`config.mk`:
```
export PLATFORM = sky130hd
export DESIGN_NAME = if_stage_ctrl
export DESIGN_NICKNAME = d
export VERILOG_FILES = /design/src/rtl/mips_pipe_pkg.sv /design/src/rtl/if_stage_ctrl_hazard_detect.sv /design/src/rtl/if_stage_ctrl.sv
export SDC_FILE = /design/constraint.sdc
export NUM_CORES = 1
export LEC_CHECK = 0
export ABC_AREA = 1
export BUFFER_PORTS_ARGS = -buffer_cell sky130_fd_sc_hd__buf_2
export CAP_MARGIN = 20
export CORE_MARGIN = 4
export CORE_UTILIZATION = 35
export CTS_CLUSTER_SIZE = 16
export DETAILED_ROUTE_END_ITERATION = 6
export HOLD_SLACK_MARGIN = 0.1
export PLACE_DENSITY = 0.57
export SETUP_SLACK_MARGIN = 0.02
export SYNTH_ARGS = -nofsm -noshare
export SYNTH_HDL_FRONTEND = slang
export SYNTH_SLANG_ARGS = --single-unit
```
`constraint.sdc`:
```
create_clock -name clk -period 2.9 [get_ports clk]
set_input_delay 0.145 -clock clk [delete_from_list [all_inputs] [get_ports clk]]
set_output_delay 0.145 -clock clk [all_outputs]
set_load 0.05 [all_outputs]
```
`src/rtl/mips_pipe_pkg.sv`:
```
// Shared types and constants for the MIPS fetch-stage sequencing logic.
package mips_pipe_pkg;

  typedef enum logic [1:0] {
    S_BOOT  = 2'd0,
    S_RUN   = 2'd1,
    S_DRAIN = 2'd2
  } state_e;

  localparam logic [31:0] NOP_INSTR = 32'h0000_0000;
  localparam logic [4:0]  REG_ZERO  = 5'd0;

  // Pipeline control bundle driven by the fetch controller.
  typedef struct packed {
    logic imem_req;
    logic pc_we;
    logic pc_src;
    logic if_id_we;
    logic if_id_flush;
    logic id_ex_bubble;
    logic ex_mem_flush;
  } ctrl_t;

  // Quiescent controls: nothing fetched, every boundary flushed.
  localparam ctrl_t CTRL_HOLD = '{
    imem_req:     1'b0,
    pc_we:        1'b0,
    pc_src:       1'b0,
    if_id_we:     1'b0,
    if_id_flush:  1'b1,
    id_ex_bubble: 1'b1,
    ex_mem_flush: 1'b1
  };

endpackage

```
`src/rtl/if_stage_ctrl_hazard_detect.sv`:
```
// Load-use comparator: the load in EX writes a nonzero register read by ID.
module hazard_detect
  import mips_pipe_pkg::*;
(
  input  logic       id_ex_mem_read,
  input  logic [4:0] id_ex_rt,
  input  logic [4:0] if_id_rs,
  input  logic [4:0] if_id_rt,
  input  logic       if_id_uses_rt,
  output logic       hz
);

  logic rs_match;
  logic rt_match;

  assign rs_match = (id_ex_rt == if_id_rs);
  assign rt_match = if_id_uses_rt && (id_ex_rt == if_id_rt);
  assign hz       = id_ex_mem_read && (id_ex_rt != REG_ZERO) && (rs_match || rt_match);

endmodule

```
`src/rtl/if_stage_ctrl.sv`:
```
// Fetch-stage sequencer: issues imem requests, steers the PC and generates
// stall/flush controls for IF/ID, ID/EX and EX/MEM. Outputs are Mealy.
module if_stage_ctrl
  import mips_pipe_pkg::*;
#(
  parameter int BOOT_CYCLES = 2,
  parameter int CNT_W       = 16
) (
  input  logic             clk,
  input  logic             rst,
  input  logic             EX_MEM_PCSrc,
  input  logic [31:0]      EX_MEM_NPC,
  input  logic             ID_EX_MemRead,
  input  logic [4:0]       ID_EX_rt,
  input  logic [4:0]       IF_ID_rs,
  input  logic [4:0]       IF_ID_rt,
  input  logic             IF_ID_uses_rt,
  input  logic             imem_ready,
  output logic             imem_req,
  output logic             pc_we,
  output logic             pc_src,
  output logic [31:0]      pc_target,
  output logic             if_id_we,
  output logic             if_id_flush,
  output logic             id_ex_bubble,
  output logic             ex_mem_flush,
  output logic [CNT_W-1:0] stall_cnt,
  output logic [CNT_W-1:0] flush_cnt,
  output logic [1:0]       dbg_state
);

  localparam int BOOT_W = (BOOT_CYCLES > 1) ? $clog2(BOOT_CYCLES) : 1;
  localparam logic [BOOT_W-1:0] BOOT_LAST = BOOT_W'(BOOT_CYCLES - 1);

  state_e            state_q, state_d;
  logic [BOOT_W-1:0] boot_cnt_q, boot_cnt_d;
  logic [31:0]       pending_q, pending_d;
  logic [CNT_W-1:0]  stall_cnt_q, stall_cnt_d;
  logic [CNT_W-1:0]  flush_cnt_q, flush_cnt_d;

  logic        hz;
  logic        stall_inc;
  logic        flush_inc;
  ctrl_t       ctrl;
  logic [31:0] target;

  hazard_detect u_hazard_detect (
    .id_ex_mem_read (ID_EX_MemRead),
    .id_ex_rt       (ID_EX_rt),
    .if_id_rs       (IF_ID_rs),
    .if_id_rt       (IF_ID_rt),
    .if_id_uses_rt  (IF_ID_uses_rt),
    .hz             (hz)
  );

  // Handshake: imem_req is the valid, imem_ready the ready. Once raised in
  // S_RUN/S_DRAIN the request stays high until a cycle with imem_ready=1;
  // only rst may withdraw it. The PC (and so the address) only advances on
  // a cycle where the fetch completes.
  always_comb begin
    state_d    = state_q;
    boot_cnt_d = boot_cnt_q;
    pending_d  = pending_q;
    stall_inc  = 1'b0;
    flush_inc  = 1'b0;
    ctrl       = CTRL_HOLD;
    target     = 32'h0;

    unique case (state_q)
      S_BOOT: begin
        if (boot_cnt_q == BOOT_LAST) begin
          state_d    = S_RUN;
          boot_cnt_d = '0;
        end else begin
          boot_cnt_d = boot_cnt_q + 1'b1;
        end
      end

      S_RUN: begin
        ctrl          = '0;
        ctrl.imem_req = 1'b1;
        target        = EX_MEM_NPC;
        if (EX_MEM_PCSrc) begin
          ctrl.if_id_flush  = 1'b1;
          ctrl.id_ex_bubble = 1'b1;
          ctrl.ex_mem_flush = 1'b1;
          flush_inc         = 1'b1;
          if (imem_ready) begin
            ctrl.pc_we  = 1'b1;
            ctrl.pc_src = 1'b1;
          end else begin
            // Fetch still in flight: remember where to go once it lands.
            pending_d = EX_MEM_NPC;
            state_d   = S_DRAIN;
          end
        end else if (hz) begin
          ctrl.id_ex_bubble = 1'b1;
          stall_inc         = 1'b1;
        end else if (!imem_ready) begin
          ctrl.if_id_flush = 1'b1;
          stall_inc        = 1'b1;
        end else begin
          ctrl.pc_we    = 1'b1;
          ctrl.if_id_we = 1'b1;
        end
      end

      S_DRAIN: begin
        ctrl             = '0;
        ctrl.imem_req    = 1'b1;
        ctrl.if_id_flush = 1'b1;
        target           = pending_q;
        if (EX_MEM_PCSrc) begin
          pending_d         = EX_MEM_NPC;
          ctrl.id_ex_bubble = 1'b1;
          ctrl.ex_mem_flush = 1'b1;
          flush_inc         = 1'b1;
        end
        if (imem_ready) begin
          // Stale instruction is dropped; jump to the newest redirect.
          ctrl.pc_we  = 1'b1;
          ctrl.pc_src = 1'b1;
          target      = EX_MEM_PCSrc ? EX_MEM_NPC : pending_q;
          state_d     = S_RUN;
        end
      end

      default: begin
        state_d    = S_BOOT;
        boot_cnt_d = '0;
      end
    endcase

    stall_cnt_d = (stall_inc && (stall_cnt_q != '1)) ? stall_cnt_q + 1'b1 : stall_cnt_q;
    flush_cnt_d = (flush_inc && (flush_cnt_q != '1)) ? flush_cnt_q + 1'b1 : flush_cnt_q;

    if (rst) begin
      ctrl   = CTRL_HOLD;
      target = 32'h0;
    end
  end

  always_ff @(posedge clk) begin
    if (rst) begin
      state_q     <= S_BOOT;
      boot_cnt_q  <= '0;
      pending_q   <= 32'h0;
      stall_cnt_q <= '0;
      flush_cnt_q <= '0;
    end else begin
      state_q     <= state_d;
      boot_cnt_q  <= boot_cnt_d;
      pending_q   <= pending_d;
      stall_cnt_q <= stall_cnt_d;
      flush_cnt_q <= flush_cnt_d;
    end
  end

  assign imem_req     = ctrl.imem_req;
  assign pc_we        = ctrl.pc_we;
  assign pc_src       = ctrl.pc_src;
  assign if_id_we     = ctrl.if_id_we;
  assign if_id_flush  = ctrl.if_id_flush;
  assign id_ex_bubble = ctrl.id_ex_bubble;
  assign ex_mem_flush = ctrl.ex_mem_flush;
  assign pc_target    = target;
  assign stall_cnt    = stall_cnt_q;
  assign flush_cnt    = flush_cnt_q;
  assign dbg_state    = state_q;

endmodule

```
==> metrics.cfg, run 1 <==
[routing]
drc = 0
vias = 5320
drt_iter0_markers = 372
postRouteWirelength_um = 14200
ant_nets = 0
routed_via_density = 5.16
drt-pass1-iter-count = 5
routedWlPerCell_um = 13.7

[sta]
slew_viol_final = 0
setup_viol = 0
max-slew-margin-rel = 0.635
min_period_ns = 2.62
min_period_over_period = 0.905
rsz0062_at_grt = no
worst_hold_slack_ns = 0.116
hold_viol_final = 0
timing.fmax_mhz = 381
fin_ws_ns = 0.277
skew_ns = 0.00495
worstMarginPinSlew_ns = 0.547

[synthesis]
synth_xor_area_frac = 0.0360
synth-seq-area-share = 0.290
ys_seq_elements = 67
syn-num-nets = 774
ys.flop_type = dfxtp_1
muxShareOfSynthArea = 0.0433
yosysWarnings = 0
syn_inst = 715
ys_async_sr_fraction = 0
synth_commonest_cells = nand2_1 (211), nor2_1 (81), dfxtp_1 (67), inv_1 (46)
synth_simple_gate_area_frac = 0.341
synth_most_common_cell = nand2_1
synth_area_per_cell_um2 = 6.47
synth_top_cell_by_area = dfxtp_1
synthAdderAreaFrac = 0.0162
synth.distinct_cells = 37
synth_edf_count = 0
synth_compound_area_frac = 0.193
synth_top_family_by_area = simple AND/OR/NAND/NOR gates
syn_area_um2 = 4620
synth_area_leaders = dfxtp_1 (29%), nand2_1 (17%), nor2_1 (6.6%)
synth_top_area_share = 0.290

[worst_setup_path]
cp-end-kind = output port
worstSetupStartpointType = flip-flop
cp.arrival_ns = 2.48
worstPathMaxFanout = 9
worstSetupPathType = reg -> out
required_ns = 2.76

[global_route]
grtUsageTotal = 0.187
antenna_found_initial = 1
grt_pass1_vias = 4888
grtUsageMet1 = 0.240
grt_use_met3 = 0.0508
grt_first_pass_wirelength_um = 23100
grt_overflow = 0
busiest_layer = met2
grt_max_degree = 54
use_met2 = 0.315

[finish]
diodes = 0
drive_gt1_frac = 0.260
post-route-util = 0.478
areaGrowthSynthToFinish_pct = 32.0
final_nets = 916

[run]
maxCapViolations = 0

[status]
status = finished, final reports clean

[pwr]
p_leak_nw = 2.68
peakVddDrop_v = 0.000502
power_mw = 4.81
power.density_nw_per_um2 = 788

[die]
die_area_um2 = 15100
placementRows = 41
initial_utilization = 0.362
ioPinCount = 126
die_w_um = 123
dieHeight_um = 123
core_region_area_um2 = 12800

[place]
io_buffers = 125
pre_cts_ws_ns = 0.517
gp_congestion = 0.871
hpwl_um = 9780

[cts]
cts_tree = yes
cts_buffers = 9
cts.clk_slew.worst_paths_ns = 0.06
clk_latency_ns = 0.34
cts_buffer_depth = 2
htreeDepth = 3
cts_num_sinks = 67
root_buffer = clkbuf_16

[worst_hold_path]
holdCritPathClass = in -> reg

==> where the power goes <==
| part | switching [mW] | internal (mW) |
|---|---|---|
| combinational | 1.67 | 0.753 |
| clock | 0.402 | 0.676 |
| sequential | 0.170 | 1.14 |
==> sequential cells by signal, summed over array words and instances (netlist names) <==
signal and flops:
dbg_state 2, flush_cnt 16, pending_q 32, stall_cnt 16
boot_cnt_q 1
==> through the flow <==
step	std cells	cell area [µm²]	setup TNS, ns
floorplan	715	4690	-2.53
detailed placement	981	5470	0
finish	1032	6100	0
global route	1032	6100	0
global placement	981	5470	0
CTS	1024	6040	0
==> critical path, stage by stage (launching register included) <==
cell        delay (ns)
dfxtp_1           0.38
inv_1             0.10
ha_1              0.31
inv_1             0.07
nor2_2            0.22
clkinvlp_4        0.28
buf_4             0.21
nor3_4            0.16
o21bai_1          0.13
buf_2             0.29
==> layout by cell type, fill, tap and decap left out, types with 22 or more instances in the layout <==
| cell | n |
|---|---|
| o21ai_0 | 44 |
| nand2_1 | 211 |
| inv_1 | 45 |
| nor2_2 | 23 |
| nor2_1 | 59 |
| dfxtp_1 | 67 |
| buf_2 | 125 |
| a31oi_1 | 44 |
| dlygate4sd3_1 | 29 |
| a21oi_1 | 22 |
==> kinds of logic after synthesis <==
logic type | count (synthesis)
AO/OA/AOI/OAI | 144
flip-flops | 67
buffers and inverters | 92
XOR/XNOR | 19
AND/OR/NAND/NOR | 367
multiplexers | 20
adder cells (fa/ha/maj) | 6
==> cell type report <==
type | instances | area, µm²
Clock buffer | 11 | 243
Clock inverter | 3 | 40.0
Fill cell | 1295 | 6670
Inverter | 49 | 188
Multi-Input combinational cell | 556 | 2990
Sequential cell | 67 | 1340
Tap cell | 172 | 215
Timing Repair Buffer | 174 | 1090
==> per-layer routing <==
metal | wire length (µm) | part of all wire
met2 | 6670 | 0.47
met3 | 893 | 0.063
met1 | 6390 | 0.45
met4 | 203 | 0.014
met5 | 7 | 0.00049
==> path summary, 6_finish.rpt <==
kind | startpoint | endpoint | slack (ns) | cells after the start
worst min register to register | flush_cnt[8] | flush_cnt[8] | 0.47 | 2
worst min-delay path | EX_MEM_NPC[18] | pending_q[18] | 0.12 | 3
worst max register to register | dbg_state[1] | stall_cnt[13] | 0.89 | 7
worst max-delay path | dbg_state[0] | pc_we | 0.28 | 9
==> repair_timing <==
item,4_1_cts,5_1_grt
hold buffers,29,0
gates resized for setup,0,1
endpoints found under the setup margin,0,17
buffers inserted,0,8
hold endpoints to repair,29,0
No activity file was read; power rests on OpenSTA's default activity.
==> inputs of run 2 (changes only) <==
- CELL_PAD_IN_SITES_DETAIL_PLACEMENT: default -> 1
- CELL_PAD_IN_SITES_GLOBAL_PLACEMENT: default -> 1
- PLACE_DENSITY: 0.57 -> 0.78
==> metrics.cfg, run 2 (same netlist as run 1, synthesis figures left out) <==
[status]
status = finished, final reports clean

[routing]
routedWlPerCell_um = 15.9
drt-met1-wl_um = 6930
drt_iter0_markers = 315
vias = 5394
ant_nets = 0
drt-pass1-iter-count = 4
postRouteWirelength_um = 16200
routed_via_density = 5.28
drc = 0
route.met3.wl_um = 770
met2_length_um = 8200
top_layer = met4

[global_route]
grtUsageTotal = 0.217
antenna_found_initial = 1
grt_first_pass_wirelength_um = 26600
grt_pass1_vias = 5604
grt_overflow = 0
grt_max_degree = 54

[worst_setup_path]
path_delay_family = buffers and inverters
worstSetupStartpointType = flip-flop
crit_buf_inv = 4
slowest_stage = nand2_1
crit_chain = inv_1, ha_1, buf_4, nand2_1, buf_4, nor2_1, a221oi_1, nor2_2, buf_2
crit_start = dbg_state[0]
max_stage_delay_ns = 0.39
cp-end-kind = output port
cp.arrival_ns = 2.55
required_ns = 2.76
worstPathMaxFanout = 16
crit_path_frequent_cell = buf_4
worstSetupPathType = reg -> out
timing.rr.start = dbg_state[1]

[sta]
skew_ns = 0.00595
max-slew-margin-rel = 0.626
rsz0062_at_grt = yes
slew_viol_final = 0
min_period_over_period = 0.929
worstMarginPinSlew_ns = 0.561
min_period_ns = 2.69
setup_viol = 0
hold_viol_final = 0
timing.fmax_mhz = 371

[finish]
largest-register = pending_q
largest_reg_flops = 32
final_common_cell = nand2_1
final_cell_mix = nand2_1 (211), buf_2 (125), dfxtp_1 (67), nor2_1 (59)
final_nets = 904
fin_area_um2 = 6010
drive_gt1_frac = 0.262
instances_no_fill = 1021
post-route-util = 0.471
areaGrowthSynthToFinish_pct = 30.0

[place]
dp.cells = 983
dpl_cell_area_um2 = 5480
hpwl_um = 11600
gp_congestion = 0.836
io_buffers = 125

[cts]
cts.clk_slew.worst_paths_ns = 0.05
htreeDepth = 3
cts_tree = yes
cts_buffers = 9
clk_latency_ns = 0.34
root_buffer = clkbuf_16
cts_buffer_depth = 2
cts_num_sinks = 67

[die]
placementRows = 41
die_w_um = 123
core_region_area_um2 = 12800
initial_utilization = 0.362
dieHeight_um = 123
ioPinCount = 126
die_area_um2 = 15100

[worst_hold_path]
min-delay-start = EX_MEM_NPC[23]
holdCritPathClass = in -> reg

[pwr]
peakVddDrop_v = 0.000446
power.density_nw_per_um2 = 805
p_leak_nw = 2.62

[run]
maxCapViolations = 0

run 2: metal layers:
layer  up-vias  GRT usage
met3        22     0.0448
met2       109      0.390
met5         -          0
met1      2601      0.253
li1       2662          -
met4         0     0.0798
run 2: report_power, final:
part | internal [mW] | switching (mW)
Clock | 0.676 | 0.398
Combinational | 0.721 | 1.73
Sequential | 1.14 | 0.169
Total | 2.54 | 2.30
run 2: cell type report:
class,instances,area [µm²]
multi-input combinational,556,2990
inverter,49,191
clock inverter,3,40.0
tap,172,215
clock buffer,11,243
timing repair buffer,162,991
antenna,1,2.50
sequential,67,1340
fill,1722,6760
run 2: repair_timing:
item                       in CTS  in global routing
setup endpoints to repair       0                 21
setup buffers                   0                  3
hold endpoints to repair       20                  0
hold buffers                   20                  0
resized for setup               0                  2
run 2: tightest hold or removal path, delay by kind of cell:
kind | cells | cell delay [ns]
buffers and inverters | 1 | 0.12
AO/OA/AOI/OAI | 1 | 0.07
AND/OR/NAND/NOR | 1 | 0.06
run 2: path summary, 6_finish.rpt:
path                   endpoint  slack (ns)  depth (start not counted)
setup / recovery   pc_target[0]        0.21                          9
setup reg to reg   pending_q[6]        0.84                          8
hold reg to reg    flush_cnt[8]        0.47                          2
hold / removal    pending_q[23]        0.12                          3
run 2: per-stage QoR:
stage / hold WS, ns / TNS [ns] / worst slack, ns / power, mW
after floorplan: 0.214 / -2.53 / -0.228 / 3.04
after global placement: 0.431 / 0 / 0.599 / 3.57
after detailed placement: 0.453 / 0 / 0.491 / 3.69
after CTS: 0.104 / 0 / 0.0940 / 4.81
after global routing: 0.119 / 0 / 0.0108 / 5.16
final: 0.120 / 0 / 0.207 / 4.84
